### src/rtl/serial_mag_comparator.sv
// Bit-serial magnitude comparator: takes one (a,b) bit pair per beat, MSB
// first. The first unequal pair decides the result. The result is published
// together with a one-cycle done pulse once WIDTH pairs have been accepted.
module serial_mag_comparator #(
    parameter  int WIDTH = 8,
    localparam int CW    = $clog2(WIDTH + 1)
) (
    input  logic          clk,
    input  logic          rst_n,
    input  logic          start,
    input  logic          bit_valid,
    input  logic          a_bit,
    input  logic          b_bit,
    output logic          bit_ready,
    output logic          busy,
    output logic          done,
    output logic          a_greater_b,
    output logic          a_equal_b,
    output logic          b_greater_a,
    output logic [CW-1:0] bit_count
);

    typedef enum logic [1:0] {S_IDLE, S_SHIFT, S_DONE} state_t;
    typedef enum logic [1:0] {D_EQ, D_GT, D_LT} dec_t;

    localparam logic [CW-1:0] LAST_IDX = CW'(WIDTH - 1);

    state_t        state_q, state_d;
    dec_t          dec_q, dec_d;
    logic [CW-1:0] cnt_q, cnt_d;
    logic          bit_ready_q, bit_ready_d;
    logic          busy_q, busy_d;
    logic          done_q, done_d;
    logic          gt_q, gt_d;
    logic          eq_q, eq_d;
    logic          lt_q, lt_d;

    // Next-state, counter, running decision and registered-output computation
    always_comb begin
        state_d = state_q;
        dec_d   = dec_q;
        cnt_d   = cnt_q;
        gt_d    = gt_q;
        eq_d    = eq_q;
        lt_d    = lt_q;
        case (state_q)
            S_IDLE: begin
                // bit_valid is deliberately ignored here, even alongside start
                if (start) begin
                    state_d = S_SHIFT;
                    cnt_d   = '0;
                    dec_d   = D_EQ;
                end
            end
            S_SHIFT: begin
                if (bit_valid) begin
                    cnt_d = cnt_q + CW'(1);
                    // Once decided, the decision is frozen; later bits only count
                    if (dec_q == D_EQ) begin
                        if (a_bit && !b_bit) begin
                            dec_d = D_GT;
                        end else if (!a_bit && b_bit) begin
                            dec_d = D_LT;
                        end
                    end
                    if (cnt_q == LAST_IDX) begin
                        // Publish the final decision (including this last pair)
                        // on the same edge that enters DONE, so it lines up with done
                        state_d = S_DONE;
                        gt_d    = (dec_d == D_GT);
                        eq_d    = (dec_d == D_EQ);
                        lt_d    = (dec_d == D_LT);
                    end
                end
            end
            S_DONE: begin
                state_d = S_IDLE;
            end
            default: begin
                state_d = S_IDLE;
            end
        endcase
        bit_ready_d = (state_d == S_SHIFT);
        busy_d      = (state_d != S_IDLE);
        done_d      = (state_d == S_DONE);
    end

    // State and all outputs registered; async reset clears every result
    always_ff @(posedge clk or negedge rst_n) begin
        if (!rst_n) begin
            state_q     <= S_IDLE;
            dec_q       <= D_EQ;
            cnt_q       <= '0;
            bit_ready_q <= 1'b0;
            busy_q      <= 1'b0;
            done_q      <= 1'b0;
            gt_q        <= 1'b0;
            eq_q        <= 1'b0;
            lt_q        <= 1'b0;
        end else begin
            state_q     <= state_d;
            dec_q       <= dec_d;
            cnt_q       <= cnt_d;
            bit_ready_q <= bit_ready_d;
            busy_q      <= busy_d;
            done_q      <= done_d;
            gt_q        <= gt_d;
            eq_q        <= eq_d;
            lt_q        <= lt_d;
        end
    end

    assign bit_ready   = bit_ready_q;
    assign busy        = busy_q;
    assign done        = done_q;
    assign a_greater_b = gt_q;
    assign a_equal_b   = eq_q;
    assign b_greater_a = lt_q;
    assign bit_count   = cnt_q;

endmodule

### config.mk
export PLATFORM = sky130hd
export DESIGN_NAME = serial_mag_comparator
export DESIGN_NICKNAME = d
export VERILOG_FILES = /design/src/rtl/serial_mag_comparator.sv
export SDC_FILE = /design/constraint.sdc
export NUM_CORES = 1
export LEC_CHECK = 0
export CAP_MARGIN = 15
export CORE_MARGIN = 2
export CORE_UTILIZATION = 45
export CTS_CLUSTER_DIAMETER = 80
export DETAILED_ROUTE_END_ITERATION = 12
export GPL_TIMING_DRIVEN = 0
export MAX_ROUTING_LAYER = met4
export PLACE_DENSITY_LB_ADDON = 0.25
export SYNTH_ARGS = -nofsm -noshare
export SYNTH_HDL_FRONTEND = slang
export SYNTH_SLANG_ARGS = --single-unit
### constraint.sdc
create_clock -name clk -period 1.7 [get_ports clk]
set_input_delay 0.34 -clock clk [delete_from_list [all_inputs] [get_ports clk]]
set_output_delay 0.34 -clock clk [all_outputs]
set_load 0.01 [all_outputs]
After elaboration in Yosys (flattened, before gate mapping)
Cells that the tools add are included.

word-level totals
  bits of input ports = 6
  logic and storage cells = 44
  output and inout port bits = 10
  register bits = 14

operators by class
  mux-type cells = 15
  $add $sub $neg = 1
  reduce and logical (&&, ||, !) cells = 11
  eq/ne operators = 8

operators by type and width
  operator             number
  $mux 2               10
  $mux 4               2
  $pmux 2 s2           2
  $pmux 4 s2           1
  $eq 2x1->1 const B   3
  $logic_not 2->1      3
  $reduce_and 3->1     2
  $add 4x1->4 const B  1
  $eq 2x2->1 const B   2
  $eq 4x3->1 const B   1
  $ne 2x2->1 const B   2
  $reduce_bool 2->1    2
  $logic_and 1x1->1    2
  $logic_not 1->1      2

Longest topological paths before layout
Gate-level depths: netlist of run 1.

  depth after elaboration = 9
  mapped depth = 4

Worst setup path after synthesis of run 1
OpenSTA, ideal clock, no wires.

  kind = register -> register
  from = register cnt_q[1] (netlist: bit_count[1])
  to = register eq_q (netlist: a_equal_b)
  slack = 0.195 ns
  arrival time = 1.380 ns
  stages on the path, launching flop included = 5
  clock period less this slack = 1.505 ns
  path buffers = 0
  setup time = 0.125 ns
  cell sequence = dfrtp_1 ha_1 nand2_2 nor4b_4 mux2_2

between the ends
  longest elaborated chain between the ends = 2

ends and longest elaborated chain
  item                               line  text
  start: declaration                 30    logic [CW-1:0] cnt_q, cnt_d;
  start signal: assignment           103   cnt_q <= cnt_d;
  $eq 4x3->1                         66    if (cnt_q == LAST_IDX) begin
  $reduce_and 3->1 (no source line)  -
  end signal: assignment             108   eq_q <= eq_d;
  end: declaration                   35    logic eq_q, eq_d;

Every way passes these cells.
A chain may end at the register's enable or synchronous reset.

Final worst setup path of run 1
  from = input bit_valid
  to = register gt_q (netlist: a_greater_b)

between the ends
  longest elaborated chain between the ends = 1

ends and longest elaborated chain
  item                               line  text
  start: declaration                 11    input logic bit_valid,
  $reduce_and 3->1 (no source line)  -
  end signal: assignment             107   gt_q <= gt_d;
  end: declaration                   34    logic gt_q, gt_d;

Every way passes these cells.

==> results_dict.tcl, run 1 <==
set metrics [dict create \
    relSlewSlack_pct 61.1 \
    crit_chain "clkdlybuf4s50_1, nand2_2, nor4b_4, mux2_2" \
    hold_path_class "in2async" \
    initial_core_util_pct 48.2 \
    ir_drop_mv 0.813 \
    core_um2 1300 \
    syn_to_final_growth_pct 30.5 \
    reg2reg_from "bit_count[0]" \
    postCtsSetupBuffers 0 \
    startpoint_type "primary input" \
    dieArea_um2 1710 \
    cp_slowest_cell "clkdlybuf4s50_1" \
    end_kind "flop" \
    grt_first_pass_wirelength_mm 1.74 \
    leakage_nw 0.354 \
    finish.net_count 81 \
    status "completed" \
    setup_tns_ns 0 \
    regToRegSetupSlack_ns 0.15 \
    ant_nets 0 \
    grt_max_degree 15 \
    die_w_um 41.3 \
    grt_overflow 0 \
    netlist_area_um2 627 \
    drv_slew 0 \
    seq_area_frac_synth_pct 55.9 \
    clock_latency_ns 0.26 \
    p_sw_w 0.000399 \
    crit_path_end "a_greater_b" \
    clock-sinks 14 \
    cts_root_buf "clkbuf_4" \
    fin_util_pct 62.9 \
    avgSynthCellArea_um2 11.6 \
    antenna_found_initial 0 \
    crit_buf_inv 1 \
    clk_pin_slew_ns 0.07 \
    rsz0062_at_grt "no" \
    yosys_warnings 0 \
    cp_top_family "buffers and inverters" \
    routed_wl_mm 1.00 \
    fin_worst_skew_ns 0.00252 \
    synthCells 54 \
    placedCellCount 84 \
    drv_cap 0 \
    vias 456 \
    drt_iter0_drc 2 \
    cp.required_ns 1.85 \
    die_h_um 41.3 \
    htreeDepth 1 \
    dr.pass1.iters 3 \
    cp.arrival_ns 1.75 \
    synth_largest_type_area_fraction_pct 55.9 \
    power_frac_comb_pct 40.9 \
    ioPinCount 16 \
    power.internal_w 0.000805 \
    crit_cells 4 \
    cts_hold_buf 0 \
    r2r_end "a_greater_b" \
    cts_tree "built" \
    seq_power_share_pct 45.2 \
    yosysUniqueCellTypes 25 \
    finalCriticalPeriod_ns 1.60 \
    finalSetupViolations 0 \
    dpl_worst_slack_ns -0.173 \
    viasPerCell 5.24 \
    wl_per_cell_um 11.5 \
    reg2reg_depth 4 \
    final_hold_viol_count 0 \
    critPathMaxFanout 4 \
    clkPwrFrac_pct 13.9 \
    dp_hpwl_um 800 \
    yosys.area.top_type "dfrtp_1" \
    rows 13 \
    powerDensity_nw_per_um2 1470 \
    grt_pass1_vias 413 \
    syn_nets 61 \
    ys_seq_elements 14 \
    port_buffers 15 \
    drive_above_1_share_pct 11.1 \
    finalNonFillerCells 87 \
    worstSetupStartpoint "bit_valid" \
    p_total_w 0.00120 \
    grtUsageTotal_pct 16.5 \
    finalWorstSetupSlack_ns 0.103 \
    cts_buffers 3 \
    synth_area_leaders "dfrtp_1 56%, mux2_2 5.4%, o21ai_0 4.0%" \
    place_congestion 0.781 \
    criticalPathCategory "in2reg" \
    fillers 112 \
    tightest_slew_ns 0.581 \
    swShare_pct 33.1 \
    critPathMaxStageDelay_ns 0.53 \
    insertedDiodeCount 0 \
    drc 0 \
    cts_buffer_depth 2 \
    post_cts_resized 0 \
    period_share_pct 93.9 \
    max_clock_freq_ghz 0.626 \
]
==> worst min path at each step <==
stage / to / slack [ns]
floorplan: a_equal_b / 0.04
global placement: bit_count[3] / 0.49
finish: state_q[1] / 0.45
global route: bit_count[2] / 0.50
detailed placement: a_equal_b / 0.50
CTS: state_q[1] / 0.46
==> cell type report <==
cell class	count	area [um^2]	share of cell area [%]
multi-input cells	36	262	32.0
inverters	4	15.0	1.83
clock buffers	3	22.5	2.75
well taps	15	18.8	2.29
flip-flops and latches	14	350	42.8
repair buffers	15	150	18.3
==> through the flow <==
step	hold WS [ns]	area, um^2
2_1_floorplan	0.0444	627
3_3_place_gp	0.487	796
3_5_place_dp	0.498	796
4_1_cts	0.458	818
5_1_grt	0.502	818
6_report	0.445	818
==> routing by layer <==
| metal | part of all wire, % | routed length, um | GRT usage, % | up-vias |
|---|---|---|---|---|
| li1 | - | - | - | 231 |
| met1 | 47 | 468 | 21.8 | 213 |
| met2 | 46 | 461 | 23.4 | 12 |
| met3 | 7.4 | 74 | 7.98 | 0 |
| met4 | 0 | 0 | 2.42 | 0 |
| met5 | 0 | 0 | - | - |
==> worst reg2reg max path, delay by kind of cell (launching register included) <==
kind | cells | cell delay [ns]
adder cells (fa/ha/maj) | 1 | 0.18
flip-flops | 1 | 0.41
AND/OR/NAND/NOR | 2 | 0.47
multiplexers | 1 | 0.38
==> cells in the mapped netlist <==
cell       n
a21oi_1    2
a22o_1     2
and3b_1    1
dfrtp_1   14
ha_1       1
inv_1      4
mux2_2     3
mux2i_1    1
nand2_1    2
nand2_2    1
nand2b_1   2
nand3_1    2
nand3b_1   1
nor2_1     3
nor2b_1    1
nor3_1     1
nor4b_1    1
nor4b_4    1
o211ai_1   1
o21a_1     1
o21ai_0    5
o21bai_1   1
o22ai_1    1
o31ai_1    1
or3b_1     1
==> logic make-up after synthesis <==
logic type,count (synthesis),synth area share (%)
and+or+nand+nor,17,18.6
muxes,4,6.99
AOI/OAI and AO/OA,14,14.2
DFF,14,55.9
buffers and inverters,4,2.39
adders and majority gates,1,2.00
==> power groups by stage <==
| stage | Combinational (W) | Clock [W] | Sequential [W] |
|---|---|---|---|
| after global placement | 0.000486 | 0 | 0.000546 |
| after global routing | 0.000554 | 0.000192 | 0.000568 |
| after detailed placement | 0.000492 | 0 | 0.000551 |
| after floorplan | 0.000235 | 0 | 0.000574 |
| after CTS | 0.000497 | 0.000176 | 0.000545 |
| final | 0.000492 | 0.000168 | 0.000544 |
==> registers in the layout, indices dropped and copies added, names as in the netlist <==
signal / cells
a_equal_b: 1
bit_ready: 1
bit_count: 4
state_q: 2
done: 1
b_greater_a: 1
busy: 1
a_greater_b: 1
dec_q: 2
==> cell usage in the layout, fill, tap and decap left out, drive strengths merged, types with 2 or more instances in the layout <==
cell / count
nand3: 2
a21oi: 2
dfrtp: 14
nor2: 3
inv: 4
clkbuf: 3
o21ai: 5
mux2: 3
a22o: 2
nand2: 3
nand2b: 2
nor4b: 2
clkdlybuf4s50: 15
(Power assumes the default switching activity.)
==> run 2, diff against run 1 <==
- GPL_ROUTABILITY_DRIVEN: not set -> 0
- SETUP_SLACK_MARGIN: not set -> 0.4
==> results_dict.tcl, run 2 (synthesized netlist as in run 1, its figures left out) <==
set metrics [dict create \
    cts_root_buf "clkbuf_4" \
    antenna_found_initial 0 \
    grt_max_degree 15 \
    wl_per_cell_um 14.6 \
    drc 0 \
    htreeDepth 1 \
    initial_core_util_pct 48.2 \
    power.internal_w 0.000939 \
    swShare_pct 34.9 \
    finalWorstSetupSlack_ns 0.296 \
    fin_worst_skew_ns 0.00396 \
    period_share_pct 82.6 \
    grt_pass1_vias 520 \
    drt_iter0_drc 12 \
    clkPwrFrac_pct 13.1 \
    routed_wl_mm 1.46 \
    end_kind "flop" \
    placedCellCount 84 \
    relSlewSlack_pct 58.9 \
    seqCellArea_um2 350 \
    dieArea_um2 1710 \
    cts_buffer_depth 2 \
    drv_cap 0 \
    reg2reg_from "bit_count[0]" \
    rows 13 \
    fillers 105 \
    core_um2 1300 \
    dp_hpwl_um 854 \
    finalCriticalPeriod_ns 1.40 \
    criticalPathCategory "reg2reg" \
    p_sw_w 0.000504 \
    clock_latency_ns 0.28 \
    final_common_cell "dfrtp_1" \
    syn_to_final_growth_pct 50.7 \
    max_clock_freq_ghz 0.712 \
    status "completed" \
    ant_nets 0 \
    powerDensity_nw_per_um2 1530 \
    drv_slew 0 \
    power_frac_comb_pct 50.6 \
    cts_hold_buf 0 \
    regToRegSetupSlack_ns 0.30 \
    drive_above_1_share_pct 31.8 \
    ir_drop_mv 1.12 \
    viasPerCell 5.50 \
    final_cell_mix "14 x dfrtp_1, 11 x buf_4, 5 x o21ai_0, 5 x clkdlybuf4s15_1" \
    cts_tree "built" \
    fin_area_um2 945 \
    cp.arrival_ns 1.58 \
    dpl_worst_slack_ns -0.142 \
    rsz0062_at_grt "yes" \
    hold_path_class "in2async" \
    dr.pass1.iters 4 \
    use_met2_pct 34.4 \
    finish.net_count 94 \
    startpoint_type "flop" \
    finalSetupViolations 0 \
    grt_first_pass_wirelength_mm 2.32 \
    tightest_slew_ns 0.615 \
    reg2reg_depth 5 \
    leakage_nw 0.443 \
    insertedDiodeCount 0 \
    final_hold_viol_count 0 \
    grtUsageTotal_pct 22.5 \
    clk_pin_slew_ns 0.08 \
    met3_usage_pct 4.79 \
    cp.required_ns 1.87 \
    clock-sinks 14 \
    multi_input_area_um2 292 \
    r2r_end "bit_count[2]" \
    finalNonFillerCells 100 \
    die_w_um 41.3 \
    grt_overflow 0 \
    vias 550 \
    cts_buffers 3 \
    largest_reg_flops 4 \
    ioPinCount 16 \
    top_usage_layer "met2" \
    port_buffers 15 \
    die_h_um 41.3 \
    fin_util_pct 72.6 \
    seq_power_share_pct 36.3 \
    place_area_um2 796 \
    use_met1_pct 29.0 \
    critPathMaxFanout 3 \
]
run 2: cell types whose count changed in the layout (fill, tap and decap cells not counted), sizes merged:
cell / before / now
buf: 0 / 15
clkdlybuf4s50: 15 / 4
clkdlybuf4s15: 0 / 5
dlygate4sd2: 0 / 4
run 2: what timing repair did:
action                     4_1_cts  5_1_grt
pin swaps                        2        3
resized for setup               22       11
hold endpoints to repair         0        0
buffers inserted                 9        4
setup endpoints to repair       16       13
gates cloned                     0        0
run 2: layout make-up:
cell class	instances	share of cell area, %
multi-input combinational	36	30.9
tap	15	1.99
inverter	4	1.59
sequential	14	37.1
clock buffer	3	2.38
timing repair buffer	28	26.1
run 2: per-layer routing:
layer  wire (um)  vias to the layer above
met5           0                        -
met4          25                        0
met3          82                        4
met2         724                       23
met1         627                      265
li1            -                      258
run 2: worst max path at each step:
stage,slack [ns],to,start
finish,0.30,bit_count[2],bit_count[0]
floorplan,0.24,a_equal_b,bit_count[1]
global placement,-0.13,a_greater_b,bit_valid
CTS,0.24,a_equal_b,bit_count[1]
global route,0.22,a_greater_b,bit_count[1]
detailed placement,-0.14,a_equal_b,bit_valid
run 2: power by group through the flow:
stage / Sequential (W) / Combinational (W) / Clock [W]
floorplan: 0.000574 / 0.000236 / 0
global placement: 0.000549 / 0.000484 / 0
detailed placement: 0.000555 / 0.000499 / 0
CTS: 0.000518 / 0.000612 / 0.000191
global route: 0.000541 / 0.000809 / 0.000206
finish: 0.000524 / 0.000730 / 0.000189
run 2: critical path, stage by stage (launching register included):
cell     delay (ns)
dfrtp_1        0.39
ha_2           0.20
nand2_4        0.07
buf_4          0.12
mux2_2         0.33
a22o_1         0.18
run 2: stage by stage:
step	setup TNS [ns]	power (W)	hold slack (ns)
floorplan	0	0.000810	0.0444
global route	0	0.00156	0.494
detailed placement	-0.282	0.00105	0.498
global placement	-0.249	0.00103	0.490
finish	0	0.00144	0.436
CTS	0	0.00132	0.460
